**src/rtl/mips_pkg.sv**
```systemverilog
// Shared constants for the multicycle MIPS control path: opcodes, FSM state
// codes, ALU/mux select encodings and the bundled control-word type.
package mips_pkg;

  localparam logic [5:0] OP_RTYPE = 6'b000000;
  localparam logic [5:0] OP_J     = 6'b000010;
  localparam logic [5:0] OP_BEQ   = 6'b000100;
  localparam logic [5:0] OP_ADDI  = 6'b001000;
  localparam logic [5:0] OP_LW    = 6'b100011;
  localparam logic [5:0] OP_SW    = 6'b101011;

  localparam logic [3:0] S_FETCH    = 4'd0;
  localparam logic [3:0] S_DECODE   = 4'd1;
  localparam logic [3:0] S_MEMADR   = 4'd2;
  localparam logic [3:0] S_MEMRD    = 4'd3;
  localparam logic [3:0] S_MEMWB    = 4'd4;
  localparam logic [3:0] S_MEMWR    = 4'd5;
  localparam logic [3:0] S_EXECUTE  = 4'd6;
  localparam logic [3:0] S_ALUWB    = 4'd7;
  localparam logic [3:0] S_BRANCH   = 4'd8;
  localparam logic [3:0] S_ADDIEXEC = 4'd9;
  localparam logic [3:0] S_ADDIWB   = 4'd10;
  localparam logic [3:0] S_JUMP     = 4'd11;

  localparam logic [1:0] ALUOP_ADD   = 2'b00;
  localparam logic [1:0] ALUOP_SUB   = 2'b01;
  localparam logic [1:0] ALUOP_FUNCT = 2'b10;

  localparam logic [1:0] SRCB_REG   = 2'b00;
  localparam logic [1:0] SRCB_FOUR  = 2'b01;
  localparam logic [1:0] SRCB_IMM   = 2'b10;
  localparam logic [1:0] SRCB_IMMSH = 2'b11;

  localparam logic [1:0] PCSRC_ALU    = 2'b00;
  localparam logic [1:0] PCSRC_ALUOUT = 2'b01;
  localparam logic [1:0] PCSRC_JUMP   = 2'b10;

  typedef struct packed {
    logic       iord;
    logic       alusrca;
    logic       regdst;
    logic       memtoreg;
    logic       regwrite;
    logic       irwrite;
    logic       memwrite;
    logic       branch;
    logic       pcwrite;
    logic [1:0] alusrcb;
    logic [1:0] pcsrc;
    logic [1:0] aluop;
  } ctrl_t;

endpackage

```
**src/rtl/main_control_fsm_if.sv**
```systemverilog
// Controller <-> datapath bundle: instruction/flag inputs, control outputs
// and the debug state code.
interface main_control_fsm_if;
  logic [5:0] op;
  logic       zero;
  // mem_ready: memory asserts it in the cycle an access completes; the
  // controller holds the requesting state (and its outputs) until it sees it.
  logic       mem_ready;
  logic       iord;
  logic       alusrca;
  logic       regdst;
  logic       memtoreg;
  logic       regwrite;
  logic       irwrite;
  logic       memwrite;
  logic       branch;
  logic       pcwrite;
  logic [1:0] alusrcb;
  logic [1:0] pcsrc;
  logic [1:0] aluop;
  logic       pcen;
  logic [3:0] state;

  modport master (
    input  op, zero, mem_ready,
    output iord, alusrca, regdst, memtoreg, regwrite, irwrite, memwrite,
           branch, pcwrite, alusrcb, pcsrc, aluop, pcen, state
  );

  modport slave (
    output op, zero, mem_ready,
    input  iord, alusrca, regdst, memtoreg, regwrite, irwrite, memwrite,
           branch, pcwrite, alusrcb, pcsrc, aluop, pcen, state
  );
endinterface

```
**src/rtl/main_control_out.sv**
```systemverilog
// Moore output decode for the main controller: state code (plus the memory
// handshake in FETCH) to the full datapath control word.
module main_control_out
  import mips_pkg::*;
(
  input  logic [3:0] state,
  input  logic       mem_ready,
  output ctrl_t      ctrl
);

  always_comb begin
    ctrl         = '0;
    ctrl.alusrcb = SRCB_REG;
    ctrl.pcsrc   = PCSRC_ALU;
    ctrl.aluop   = ALUOP_ADD;
    case (state)
      S_FETCH: begin
        ctrl.alusrcb = SRCB_FOUR;
        ctrl.irwrite = mem_ready;
        ctrl.pcwrite = mem_ready;
      end
      S_DECODE:   ctrl.alusrcb = SRCB_IMMSH;
      S_MEMADR: begin
        ctrl.alusrca = 1'b1;
        ctrl.alusrcb = SRCB_IMM;
      end
      S_MEMRD:    ctrl.iord = 1'b1;
      S_MEMWB: begin
        ctrl.memtoreg = 1'b1;
        ctrl.regwrite = 1'b1;
      end
      S_MEMWR: begin
        ctrl.iord     = 1'b1;
        ctrl.memwrite = 1'b1;
      end
      S_EXECUTE: begin
        ctrl.alusrca = 1'b1;
        ctrl.aluop   = ALUOP_FUNCT;
      end
      S_ALUWB: begin
        ctrl.regdst   = 1'b1;
        ctrl.regwrite = 1'b1;
      end
      S_BRANCH: begin
        ctrl.alusrca = 1'b1;
        ctrl.aluop   = ALUOP_SUB;
        ctrl.pcsrc   = PCSRC_ALUOUT;
        ctrl.branch  = 1'b1;
      end
      S_ADDIEXEC: begin
        ctrl.alusrca = 1'b1;
        ctrl.alusrcb = SRCB_IMM;
      end
      S_ADDIWB:   ctrl.regwrite = 1'b1;
      S_JUMP: begin
        ctrl.pcsrc   = PCSRC_JUMP;
        ctrl.pcwrite = 1'b1;
      end
      default: ;  // codes 12-15 drive an all-zero control word
    endcase
  end

endmodule

```
**src/rtl/main_control_fsm.sv**
```systemverilog
// Multicycle MIPS main controller: state register and next-state logic,
// with output decode delegated to main_control_out.
module main_control_fsm
  import mips_pkg::*;
(
  input  logic               clk,
  input  logic               rst_n,
  main_control_fsm_if.master bus
);

  logic [3:0] state_q;
  logic [3:0] state_d;
  ctrl_t      ctrl;

  always_ff @(posedge clk or negedge rst_n) begin
    if (!rst_n) state_q <= S_FETCH;
    else        state_q <= state_d;
  end

  always_comb begin
    state_d = S_FETCH;
    case (state_q)
      S_FETCH:    state_d = bus.mem_ready ? S_DECODE : S_FETCH;
      S_DECODE: begin
        case (bus.op)
          OP_LW, OP_SW: state_d = S_MEMADR;
          OP_RTYPE:     state_d = S_EXECUTE;
          OP_BEQ:       state_d = S_BRANCH;
          OP_ADDI:      state_d = S_ADDIEXEC;
          OP_J:         state_d = S_JUMP;
          default:      state_d = S_FETCH;
        endcase
      end
      S_MEMADR:   state_d = (bus.op == OP_LW) ? S_MEMRD : S_MEMWR;
      S_MEMRD:    state_d = bus.mem_ready ? S_MEMWB : S_MEMRD;
      S_MEMWR:    state_d = bus.mem_ready ? S_FETCH : S_MEMWR;
      S_EXECUTE:  state_d = S_ALUWB;
      S_ADDIEXEC: state_d = S_ADDIWB;
      default:    state_d = S_FETCH;
    endcase
  end

  main_control_out u_out (
    .state     (state_q),
    .mem_ready (bus.mem_ready),
    .ctrl      (ctrl)
  );

  // Write strobes are masked by rst_n so nothing commits while reset is held,
  // even though FETCH would otherwise follow mem_ready.
  assign bus.iord     = ctrl.iord;
  assign bus.alusrca  = ctrl.alusrca;
  assign bus.regdst   = ctrl.regdst;
  assign bus.memtoreg = ctrl.memtoreg;
  assign bus.regwrite = ctrl.regwrite & rst_n;
  assign bus.irwrite  = ctrl.irwrite  & rst_n;
  assign bus.memwrite = ctrl.memwrite & rst_n;
  assign bus.branch   = ctrl.branch;
  assign bus.pcwrite  = ctrl.pcwrite  & rst_n;
  assign bus.alusrcb  = ctrl.alusrcb;
  assign bus.pcsrc    = ctrl.pcsrc;
  assign bus.aluop    = ctrl.aluop;
  assign bus.pcen     = rst_n & (ctrl.pcwrite | (ctrl.branch & bus.zero));
  assign bus.state    = state_q;

endmodule

```
**src/flat_wrapper.sv**
```systemverilog
// flat-port wrapper written by rule: the top's interface ports become plain ports
module main_control_fsm_flat import mips_pkg::*;
  (clk, rst_n, bus_op, bus_zero, bus_mem_ready, bus_iord, bus_alusrca, bus_regdst, bus_memtoreg, bus_regwrite, bus_irwrite, bus_memwrite, bus_branch, bus_pcwrite, bus_alusrcb, bus_pcsrc, bus_aluop, bus_pcen, bus_state);
  main_control_fsm_if bus_i ();
  input  logic clk;
  input  logic rst_n;
  input wire logic [$bits(bus_i.op)-1:0] bus_op;
  input wire logic [$bits(bus_i.zero)-1:0] bus_zero;
  input wire logic [$bits(bus_i.mem_ready)-1:0] bus_mem_ready;
  output wire logic [$bits(bus_i.iord)-1:0] bus_iord;
  output wire logic [$bits(bus_i.alusrca)-1:0] bus_alusrca;
  output wire logic [$bits(bus_i.regdst)-1:0] bus_regdst;
  output wire logic [$bits(bus_i.memtoreg)-1:0] bus_memtoreg;
  output wire logic [$bits(bus_i.regwrite)-1:0] bus_regwrite;
  output wire logic [$bits(bus_i.irwrite)-1:0] bus_irwrite;
  output wire logic [$bits(bus_i.memwrite)-1:0] bus_memwrite;
  output wire logic [$bits(bus_i.branch)-1:0] bus_branch;
  output wire logic [$bits(bus_i.pcwrite)-1:0] bus_pcwrite;
  output wire logic [$bits(bus_i.alusrcb)-1:0] bus_alusrcb;
  output wire logic [$bits(bus_i.pcsrc)-1:0] bus_pcsrc;
  output wire logic [$bits(bus_i.aluop)-1:0] bus_aluop;
  output wire logic [$bits(bus_i.pcen)-1:0] bus_pcen;
  output wire logic [$bits(bus_i.state)-1:0] bus_state;
  assign bus_i.op = bus_op;
  assign bus_i.zero = bus_zero;
  assign bus_i.mem_ready = bus_mem_ready;
  assign bus_iord = bus_i.iord;
  assign bus_alusrca = bus_i.alusrca;
  assign bus_regdst = bus_i.regdst;
  assign bus_memtoreg = bus_i.memtoreg;
  assign bus_regwrite = bus_i.regwrite;
  assign bus_irwrite = bus_i.irwrite;
  assign bus_memwrite = bus_i.memwrite;
  assign bus_branch = bus_i.branch;
  assign bus_pcwrite = bus_i.pcwrite;
  assign bus_alusrcb = bus_i.alusrcb;
  assign bus_pcsrc = bus_i.pcsrc;
  assign bus_aluop = bus_i.aluop;
  assign bus_pcen = bus_i.pcen;
  assign bus_state = bus_i.state;
  main_control_fsm u_core (.clk(clk), .rst_n(rst_n), .bus(bus_i));
endmodule
```
**config.mk**
```make
export PLATFORM = sky130hd
export DESIGN_NAME = main_control_fsm_flat
export DESIGN_NICKNAME = d
export VERILOG_FILES = /design/src/rtl/mips_pkg.sv /design/src/rtl/main_control_fsm_if.sv /design/src/rtl/main_control_out.sv /design/src/rtl/main_control_fsm.sv /design/src/flat_wrapper.sv
export SDC_FILE = /design/constraint.sdc
export NUM_CORES = 1
export LEC_CHECK = 0
export CORE_AREA = 5 5 42 44
export CTS_BUF_LIST = sky130_fd_sc_hd__clkbuf_8 sky130_fd_sc_hd__clkbuf_16
export CTS_CLUSTER_DIAMETER = 30
export DETAILED_ROUTE_END_ITERATION = 8
export DIE_AREA = 0 0 47 49
export DONT_BUFFER_PORTS = 1
export PLACE_DENSITY = 0.57
export SYNTH_ARGS = -nofsm -noshare
export SYNTH_HDL_FRONTEND = slang
export SYNTH_SLANG_ARGS = --single-unit
```
**constraint.sdc**
```tcl
create_clock -name clk -period 1.4 [get_ports clk]
set_input_delay 0.14 -clock clk [delete_from_list [all_inputs] [get_ports clk]]
set_output_delay 0.14 -clock clk [all_outputs]
set_load 0.02 [all_outputs]
```
==> summary by stage <==
Clock tree
The CTS sink count is 4. Counting the buffers created by CTS gives 3. The root buffer cell is sky130_fd_sc_hd__clkbuf_8.

TritonCTS built the clock tree. No sink is reached through more buffers than the 2 on the longest clock path. The clock insertion delay at the later pin of the skew report is ~0.22 ns. The number of levels the H-tree was split into is 1. Clock-pin slew was measured on the worst setup and hold paths at roughly 0.040 ns.

STA
Setup repair after global routing could not meet its margin everywhere. After layout, the worst setup slack is -0.217 ns. In this run the tightest slew margin relative to its limit is between 80% and 90%. The final setup violation count is 18. The max-slew violation total from the final report is 0. The count of endpoints failing hold in the final timing report is 0. The clock period minus worst slack is approximately 1.6 ns. The aggregate negative setup slack is -2.24 ns. The upper clock frequency limit is about 620 MHz. The final critical path takes up 115% of the cycle.

The transition time of the tightest slew-check pin is 0.274 ns. The post-route clock skew is 0.00717 ns.

Final layout
The fraction of layout cells with a size suffix above 1 is 64.3%. The number of nets in the layout is between 100 and 150. The register with the most flip-flops in the layout has 4 of them. The filler-free cell count of the finished design is between 100 and 150. The antenna diode count is 0. The post-synthesis to final-layout area growth is 115%.

Job
The max-cap check violation count is 0.

Synth
Synthesis produced a netlist with a net count of 85. The synthesized cell area is approximately 540 um2. The total number of yosys warnings is 0. For this run, the leading register cell type out of synthesis is sky130_fd_sc_hd__dfrtp_1. Sequential cells were found to cover a little under a fifth of the synthesized design area. The most frequent cell after synthesis is sky130_fd_sc_hd__nor2_1. The fraction of synthesis flops using an asynchronous set or reset pin is between 90% and 100%. The cell count after synthesis came out at between 70 and 80. The count of flip-flops with a built-in enable after synthesis is 0. After synthesis, the most frequently instantiated cells are sky130_fd_sc_hd__nor2_1 (9), sky130_fd_sc_hd__nand2b_1 (7), sky130_fd_sc_hd__nor3_1 (5), sky130_fd_sc_hd__nor3b_1 (5). By area the synthesized netlist is led by sky130_fd_sc_hd__dfrtp_1 (19%), sky130_fd_sc_hd__nand2b_1 (8.1%), sky130_fd_sc_hd__nor3b_1 (6.9%).

In this run, distinct cell masters in the synthesized netlist total 37. The synthesized design devotes to its leading area cell type a little under a fifth of total area. After synthesis the netlist holds a flip-flop and latch count of 4. The synthesized design spends more area on one cell type than any other, namely sky130_fd_sc_hd__dfrtp_1. The post-synthesis area per instance is between 7 and 8 um2.

Place
The count of buffers added on input and output ports is 0. The detailed placement HPWL is ~1300 um. Routability-driven placement finished with a final weighted congestion of 0.857.

The cell total after placement is 110.

GRT
Entering global routing, the biggest net connects 17 pins. The global routing usage summed across all routing layers is 19.5%. The initial antenna violation count is 0. The via count of the first global-routing pass is 772. After global routing the overflow that remains totals 0. The wire length of the first global-routing pass is 3370 um.

Routing
The detailed router finished its first iteration with 5 violations. The number of iterations in the first detailed-routing pass is 4. After detailed routing, the average wire length per cell comes to between 15 and 20 um. The via density per instance is about 5.6. The final routed DRC violation total is 0. The routed design has 2160 um of wire. The routed layout has approximately 740 vias. The post-detailed-route count of antenna-violating nets is 0.

Worst setup path
The category of the critical setup timing path is register to output pin. The worst setup path is captured at an output pin. On the critical path the largest part of the delay comes from simple AND/OR/NAND/NOR gates.

The stage delay of the slowest cell on the critical path is between 0.5 and 0.6 ns. The number of buffers and inverters on the critical path is 0. The worst setup path is launched from a register.

The critical path arrival is around 1.5 ns. Traced cell by cell, the critical path runs through or4b_4, a21oi_4, a31o_4. The highest net fanout along the worst path is 2. At the worst endpoint, the required time is roughly 1.3 ns. The master of the slowest instance on the critical path is sky130_fd_sc_hd__or4b_4.

Die
The core region is 1400 um2. Once the floorplan was initialized, standard cells occupied between 30% and 40% of the core. The I/O pin count is 30.

Measured along the y axis, the die boundary spans between 40 and 50 um. The initialized floorplan defines 14 standard-cell rows. The die area is 2300 um2. In this run the horizontal extent of the chip is 47 um.

Power and ir drop
The total power draw is slightly below 0.9 mW. The leakage power is between 0.5 and 0.6 nW. VDD sags by at most between 0.0009 and 0.001 V. The power density of the placed cells is 757 nW/um2.

Status
The final reports fail on negative setup slack. The run finished, with violations left.

Min path
The min-delay analysis places its worst path in the category input pin to register.
==> per-layer routing <==
layer / GRT usage (%) / vias up / share of wire (%)
li1: - / 351 / -
met1: 22.4 / 353 / 38
met2: 33.7 / 28 / 53
met3: 4.80 / 4 / 6.3
met4: 5.99 / 0 / 2.0
met5: 0 / - / 0
==> final timing paths <==
| kind | slack [ns] | startpoint | depth (start not counted) | end |
|---|---|---|---|---|
| max | -0.22 | u_core.bus.state[1]$_DFF_PN0_ | 3 | bus_pcen |
| min | 0.08 | bus_op[2] | 2 | u_core.bus.state[3]$_DFF_PN0_ |
| max reg2reg | -0.17 | u_core.bus.state[3]$_DFF_PN0_ | 7 | u_core.bus.state[2]$_DFF_PN0_ |
| min reg2reg | 0.76 | u_core.bus.state[1]$_DFF_PN0_ | 3 | u_core.bus.state[3]$_DFF_PN0_ |
| max in group asynchronous | 1.02 | rst_n | 1 | u_core.bus.state[2]$_DFF_PN0_ |
| min in group asynchronous | 0.19 | rst_n | 1 | u_core.bus.state[3]$_DFF_PN0_ |
==> power by group <==
group          total, mW  switching [mW]  internal, mW
registers          0.140          0.0117         0.129
logic              0.480           0.236         0.244
clock network      0.259          0.0709         0.188
total              0.879           0.318         0.561
==> stage by stage <==
step	utilization, %	hold slack, ns	setup WS [ns]	instance area, um2
after global routing	82.9	0.0968	-0.252	1160
after floorplan	-	-0.156	-0.191	629
after global placement	56.1	-0.155	0.0358	786
final	82.9	0.0837	-0.217	1160
after detailed placement	56.1	-0.155	0.0199	786
after CTS	75.9	0.0796	-0.202	1060
==> placed cells by master, fill, tap and decap left out, drive strengths merged, types with 2 or more instances in the layout <==
master,count
a21oi,3
a31oi,2
buf,42
clkbuf,3
dfrtp,4
inv,3
nand2,3
nand2b,7
nand3,3
nor2,9
nor2b,3
nor3,5
nor3b,5
o21ai,2
==> timing repair <==
action,4_1_cts,5_1_grt
buffers inserted,10,7
endpoints found under the setup margin,15,18
pin swaps,9,4
endpoints found under the hold margin,4,0
resized for setup,35,11
hold buffers,1,0
==> cells by family after synthesis <==
family | Yosys count | share of synthesized area (%)
xor gates and xnor gates | 2 | 3.24
AOI/OAI and AO/OA | 16 | 21.3
DFF | 4 | 18.5
and+or+nand+nor | 44 | 47.7
buffers and inverters | 9 | 9.26
==> cell type report <==
cell class                 instances  area, um2
clock inverter                     1       3.75
tap                               16       20.0
timing repair buffer              43        410
clock buffer                       3       41.3
sequential                         4        105
fill                              77        239
inverter                           2       7.51
multi-input combinational         62        574
No activity file was read; power rests on OpenSTA's default activity.
